==> config.mk <==
export PLATFORM = sky130hd
export DESIGN_NAME = scm_port_arbiter
export DESIGN_NICKNAME = d
export VERILOG_FILES = /design/src/rtl/scm_port_arbiter.sv
export SDC_FILE = /design/constraint.sdc
export NUM_CORES = 1
export LEC_CHECK = 0
export CAP_MARGIN = 30
export CORE_AREA = 5 5 139 141
export CTS_CLUSTER_SIZE = 10
export DETAILED_ROUTE_END_ITERATION = 12
export DIE_AREA = 0 0 144 146
export PLACE_DENSITY = 0.5
export SLEW_MARGIN = 15
export SYNTH_ARGS = -nofsm -noshare
export SYNTH_HDL_FRONTEND = slang
export SYNTH_SLANG_ARGS = --single-unit
==> constraint.sdc <==
create_clock -name CLK -period 2.64 [get_ports CLK]
set_input_delay 0.792 -clock CLK [delete_from_list [all_inputs] [get_ports CLK]]
set_output_delay 0.792 -clock CLK [all_outputs]
set_load 0.03 [all_outputs]
==> src/rtl/scm_port_arbiter.sv <==
// scm_port_arbiter: shares the single read and single write port of a 1R1W
// standard-cell memory among NREQ requesters with independent round-robin
// arbitration per port, zero-initialises all rows after reset or on CLR,
// and stalls a read that targets the row being written in the same cycle.
module scm_port_arbiter #(
  parameter int NREQ       = 2,
  parameter int ADDR_WIDTH = 6,
  parameter int DATA_WIDTH = 64,
  parameter int IDW        = (NREQ > 1) ? $clog2(NREQ) : 1
) (
  input  logic                       CLK,
  input  logic                       RST_N,
  input  logic                       SCAN_EN,
  input  logic                       CLR,
  input  logic [NREQ-1:0]            REQ_VALID,
  input  logic [NREQ-1:0]            REQ_WE,
  input  logic [NREQ*ADDR_WIDTH-1:0] REQ_ADDR,
  input  logic [NREQ*DATA_WIDTH-1:0] REQ_WDATA,
  output logic [NREQ-1:0]            REQ_READY,
  output logic                       RSP_VALID,
  output logic [IDW-1:0]             RSP_ID,
  output logic [DATA_WIDTH-1:0]      RSP_RDATA,
  output logic                       INIT_DONE,
  output logic                       MEM_WE,
  output logic                       MEM_RE,
  output logic                       MEM_SE,
  output logic [ADDR_WIDTH-1:0]      MEM_WADDR,
  output logic [ADDR_WIDTH-1:0]      MEM_RADDR,
  output logic [DATA_WIDTH-1:0]      MEM_DIN,
  input  logic [DATA_WIDTH-1:0]      MEM_DOUT
);

  localparam int NUM_ROWS = 2 ** ADDR_WIDTH;

  typedef enum logic [1:0] {
    IDLE = 2'd0,
    INIT = 2'd1,
    RUN  = 2'd2
  } state_t;

  state_t                  state_q, state_d;
  logic [ADDR_WIDTH-1:0]   cnt_q, cnt_d;
  logic [IDW-1:0]          wptr_q, wptr_d;
  logic [IDW-1:0]          rptr_q, rptr_d;
  logic                    rsp_valid_q, rsp_valid_d;
  logic [IDW-1:0]          rsp_id_q, rsp_id_d;

  logic [NREQ-1:0]         wreq, rreq;
  logic                    w_found, r_found;
  logic [IDW-1:0]          w_win, r_win;
  logic [ADDR_WIDTH-1:0]   w_addr, r_addr;
  logic [DATA_WIDTH-1:0]   w_data;
  logic                    collision;
  logic                    run_active;
  logic                    w_grant, r_grant;

  // Pointer value following a winner, wrapping at NREQ.
  function automatic logic [IDW-1:0] rr_next(input logic [IDW-1:0] win);
    if (int'(win) == NREQ - 1) return '0;
    return win + IDW'(1);
  endfunction

  assign wreq = REQ_VALID & REQ_WE;
  assign rreq = REQ_VALID & ~REQ_WE;

  // Write-class winner: first pending writer at or after the write pointer.
  always_comb begin : pick_write
    int idx;
    idx     = 0;
    w_found = 1'b0;
    w_win   = '0;
    for (int k = 0; k < NREQ; k++) begin
      idx = int'(wptr_q) + k;
      if (idx >= NREQ) idx = idx - NREQ;
      if (!w_found && wreq[idx]) begin
        w_found = 1'b1;
        w_win   = IDW'(idx);
      end
    end
  end

  // Read-class winner: first pending reader at or after the read pointer.
  always_comb begin : pick_read
    int idx;
    idx     = 0;
    r_found = 1'b0;
    r_win   = '0;
    for (int k = 0; k < NREQ; k++) begin
      idx = int'(rptr_q) + k;
      if (idx >= NREQ) idx = idx - NREQ;
      if (!r_found && rreq[idx]) begin
        r_found = 1'b1;
        r_win   = IDW'(idx);
      end
    end
  end

  assign w_addr = REQ_ADDR[int'(w_win)*ADDR_WIDTH +: ADDR_WIDTH];
  assign w_data = REQ_WDATA[int'(w_win)*DATA_WIDTH +: DATA_WIDTH];
  assign r_addr = REQ_ADDR[int'(r_win)*ADDR_WIDTH +: ADDR_WIDTH];

  // A read of the row being written this cycle waits so it sees the new data.
  assign collision  = w_found && r_found && (w_addr == r_addr);
  assign run_active = (state_q == RUN) && !SCAN_EN && !CLR;
  assign w_grant    = run_active && w_found;
  assign r_grant    = run_active && r_found && !collision;

  // Per-requester ready from the two class grants.
  always_comb begin
    REQ_READY = '0;
    if (w_grant) REQ_READY[w_win] = 1'b1;
    if (r_grant) REQ_READY[r_win] = 1'b1;
  end

  // Memory port drive: init sweep owns the write port, otherwise the winners.
  always_comb begin
    MEM_SE    = SCAN_EN;
    MEM_WE    = 1'b0;
    MEM_WADDR = w_addr;
    MEM_DIN   = w_data;
    MEM_RE    = r_grant;
    MEM_RADDR = r_addr;
    if (state_q == INIT) begin
      MEM_WE    = !SCAN_EN;
      MEM_WADDR = cnt_q;
      MEM_DIN   = '0;
    end else begin
      MEM_WE = w_grant;
    end
  end

  assign RSP_VALID = rsp_valid_q;
  assign RSP_ID    = rsp_id_q;
  assign RSP_RDATA = MEM_DOUT;
  assign INIT_DONE = (state_q == RUN);

  // Next-state, init counter, RR pointers and response tracking; scan freezes all.
  always_comb begin
    state_d     = state_q;
    cnt_d       = cnt_q;
    wptr_d      = wptr_q;
    rptr_d      = rptr_q;
    rsp_valid_d = r_grant;
    rsp_id_d    = r_grant ? r_win : rsp_id_q;
    if (!SCAN_EN) begin
      case (state_q)
        IDLE: begin
          state_d = INIT;
          cnt_d   = '0;
        end
        INIT: begin
          cnt_d = cnt_q + ADDR_WIDTH'(1);
          if (cnt_q == ADDR_WIDTH'(NUM_ROWS - 1)) state_d = RUN;
        end
        RUN: begin
          if (CLR) begin
            state_d = INIT;
            cnt_d   = '0;
          end
          if (w_grant) wptr_d = rr_next(w_win);
          if (r_grant) rptr_d = rr_next(r_win);
        end
        default: state_d = IDLE;
      endcase
    end
  end

  // State registers with asynchronous active-low reset.
  always_ff @(posedge CLK or negedge RST_N) begin
    if (!RST_N) begin
      state_q     <= IDLE;
      cnt_q       <= '0;
      wptr_q      <= '0;
      rptr_q      <= '0;
      rsp_valid_q <= 1'b0;
      rsp_id_q    <= '0;
    end else begin
      state_q     <= state_d;
      cnt_q       <= cnt_d;
      wptr_q      <= wptr_d;
      rptr_q      <= rptr_d;
      rsp_valid_q <= rsp_valid_d;
      rsp_id_q    <= rsp_id_d;
    end
  end

endmodule

==> summary.txt <==
Pre-antenna DRT Iters: 4
Crit. End Element: primary output
Largest stage delay, worst path: 0.31 ns
Synth Area per Inst: 5.956 um^2
Synth Register Bits: 12
Yosys warning total: 0
Post-layout util: 38.96%
CTS Root Cell: clkbuf_16
Fmax: 0.3450 GHz
Setup WS pre-CTS: -0.7509 ns
First-pass GRT wire length: 22560 um
CTS tree: built
P_sw: 0.0008350 W
Max Cap Viol: 0
Routed wire length: 15620 um
Post-layout min period: 2.898 ns
Synth async-reset ratio: 100.0%
PortBufs: 231
Violated checks: negative setup slack
Top post-synthesis cells by area: nand2_1, buf_4, a21oi_1, dfrtp_1, clkbuf_1
Skew final: 0.0007945 ns
Post-Syn Area: 2460 um^2
Boundary Pins: 360
Synth Area in Compound Gates: 28.79%
Maximum fanout along the worst path: 10
Synth area leader: nand2_1
Gate Count Post-Synth: 413
Mux cell area share after synthesis: 3.052%
Power per cell area: 289.5 nW/um^2
Mapped Nets: 626
Vias in the first global route: 3985
Worst-Margin Slew: 0.5691 ns
ANT nets after route: 0
Sequential area share after synthesis: 12.21%
CP delay by family, top: simple AND/OR/NAND/NOR gates
Fin Hold WS: 0.4826 ns
Clk pwr share: 15.4%
Area Growth Syn to Fin: 182.6%
Post-synthesis cell type count: 48
DP HPWL: 11050 um
Share of layout cells above drive strength 1: 57.89%
Main combinational cell family by area after synthesis: simple AND/OR/NAND/NOR gates
Post-DR vias/cell: 4.276
Post-synthesis simple-gate area fraction: 28.94%
Die Wd: 144 um
Critical Path RT: 1.85 ns
Hold-fix buffers, CTS: 0
Vias: 3690
DRC Markers: 0
Initial Util: 13.79%
Grt total ovfl: 0
VDD IR max: 314.4 uV
Number of antenna diodes: 0
Commonest cells in the netlist: nand2_1, a21oi_1, buf_4, clkbuf_1, o21ai_0
Worst path slowest cell: or2_4
Critical path arrival: 2.11 ns
Top_reg_cell synth: dfrtp_1
Die Ht: 146 um
Slew HR: 61.94%
CTS clock-pin slew for the worst setup and hold paths: 0.04 ns
Initial antenna violation count: 1
RSZ-0062 raised after global routing: true
Sw Share: 41.50%
Post-synth EDFFs: 0
# fillers: 1774
Setup violators final: 78
Power share of the sequential group: 13.3%
Synth Area in Adders: 0.5086%
Final WS setup: -0.2582 ns
# H-tree levels: 1
Post-layout nets: 848
DR WL/cell: 18.10 um
Crit Path Category: in2out
Initial DRC Count: 78
Clock latency on the worst-skew pair: 0.24 ns
Critical Path Source Type: input port
Status: finished, violations left
Full die area: 21020 um^2
HP Class: reg2reg
Pin count of the biggest net entering global routing: 22
Final Hold Vio Count: 0
Final number of max-transition violations: 0
GR Util All Layers: 13.47%
CTS Buffer Depth: 2
Fraction of power consumed by combinational cells: 71.3%
Top-count cell post-synth: nand2_1
Lkg Pwr: 2.776 nW
GPL Wtd Cong: 0.7967
Core region area: 17840 um^2
Clock sink total: 12
Setup TNS: -15.94 ns
Final Cycle Share: 109.8%
CP cell instances: buf_6 -> and3b_2 -> or2_4 -> buf_4 -> clkbuf_16 -> nand2_1 -> a21oi_4 -> buf_6
Total CTS buffers: 3
Top-area cell type share of the netlist area: 21.82%
Synth Area in XOR/XNOR: 1.068%
Rows: 49
Most used cell along the critical path: buf_6
Cell-internal power: 0.001177 W
WP buf/inv: 4
[final timing paths]
| check | startpoint | endpoint | slack, ns | cells past startpoint |
|---|---|---|---|---|
| setup / recovery | REQ_VALID[0] | MEM_DIN[46] | -0.26 | 8 |
| hold / removal | RSP_ID | RSP_ID | 0.48 | 1 |
| min in group asynchronous | RST_N | state_q[0] | 0.92 | 1 |
| setup reg to reg | wptr_q | RSP_ID | 0.69 | 7 |
| hold reg to reg | RSP_ID | RSP_ID | 0.48 | 1 |
| max in group asynchronous | RST_N | cnt_q[4] | 1.35 | 1 |
[through the flow]
step	total power (W)	cells	cell area (um^2)
final	0.002012	863	6952
after floorplan	0.001022	413	3137
after global routing	0.002122	863	6952
after CTS	0.001996	854	6740
after detailed placement	0.001458	815	5479
after global placement	0.001444	815	5479
[cell usage in the layout, fill, tap and decap left out, types with 2 or more instances in the layout]
cell             instances
o21ai_0                  9
nand3_1                  3
inv_2                    3
dlygate4sd2_1            2
nand2_1                 70
a22o_1                   3
or2_4                    2
a21oi_1                  3
and2b_1                  2
mux2_4                   4
nor2_4                   4
clkdlybuf4s15_2          2
buf_2                    6
a31oi_1                  4
nand2b_4                 2
buf_16                   5
clkdlybuf4s50_1        132
a21oi_2                 18
nand2_2                 53
buf_4                   46
a21oi_4                 55
buf_6                   77
o21ai_2                  7
mux2i_1                  3
nand2_4                 21
and3_1                   2
clkbuf_2                 2
clkbuf_16                6
buf_12                  32
buf_8                    2
inv_1                    4
o21ai_4                  2
nor2_1                   3
o31a_1                   2
dfrtp_1                 12
xnor2_4                  2
[worst register-to-register path, cell delays in order, from the launching register on]
cell and delay (ns):
dfrtp_1 0.43, and3b_2 0.29, or2_4 0.23, buf_12 0.14, o21ai_4 0.06, o311ai_4 0.33
buf_4 0.17, a21bo_1 0.19
[area by class of cell]
type	count	area, um^2	share of cell area [%]
tap	229	286.5	4.122
inverter	7	26.28	0.3780
clock buffer	4	88.84	1.278
sequential	12	300.3	4.320
multi-input combinational	302	2753	39.60
timing repair buffer	309	3497	50.31
[cells by family (layout without fill, tap and decap cells)]
family	Yosys count	count (layout)
xor gates and xnor gates	3	3
AOI/OAI and AO/OA	120	120
buffers and inverters	99	320
DFF	12	12
adders and majority gates	1	1
and+or+nand+nor	171	171
muxes	7	7
[per-layer routing]
layer / global-route usage, % / vias up / wire length [um]
li1: - / 1770 / -
met1: 15.78 / 1710 / 6065
met2: 24.88 / 172 / 8068
met3: 2.793 / 36 / 1231
met4: 2.872 / 2 / 237
met5: 0 / - / 13
[power by group through the flow]
stage | Sequential [W] | Combinational, W | Clock (W)
after floorplan | 0.000255 | 0.000767 | 0
after detailed placement | 0.000270 | 0.00119 | 0
after CTS | 0.000266 | 0.00141 | 0.000318
final | 0.000268 | 0.00143 | 0.000310
after global routing | 0.000276 | 0.00152 | 0.000328
after global placement | 0.000267 | 0.00118 | 0
[what timing repair did]
item	CTS	global route
pin swaps	32	21
gates cloned	9	3
setup endpoints to repair	80	80
gates resized for setup	262	43
setup buffers	26	11
[sequential cells by signal, summed over array words and instances (netlist names)]
register,count
state_q,2
RSP_ID,1
wptr_q,1
RSP_VALID,1
rptr_q,1
cnt_q,6
No activity file was read; power rests on OpenSTA's default activity.
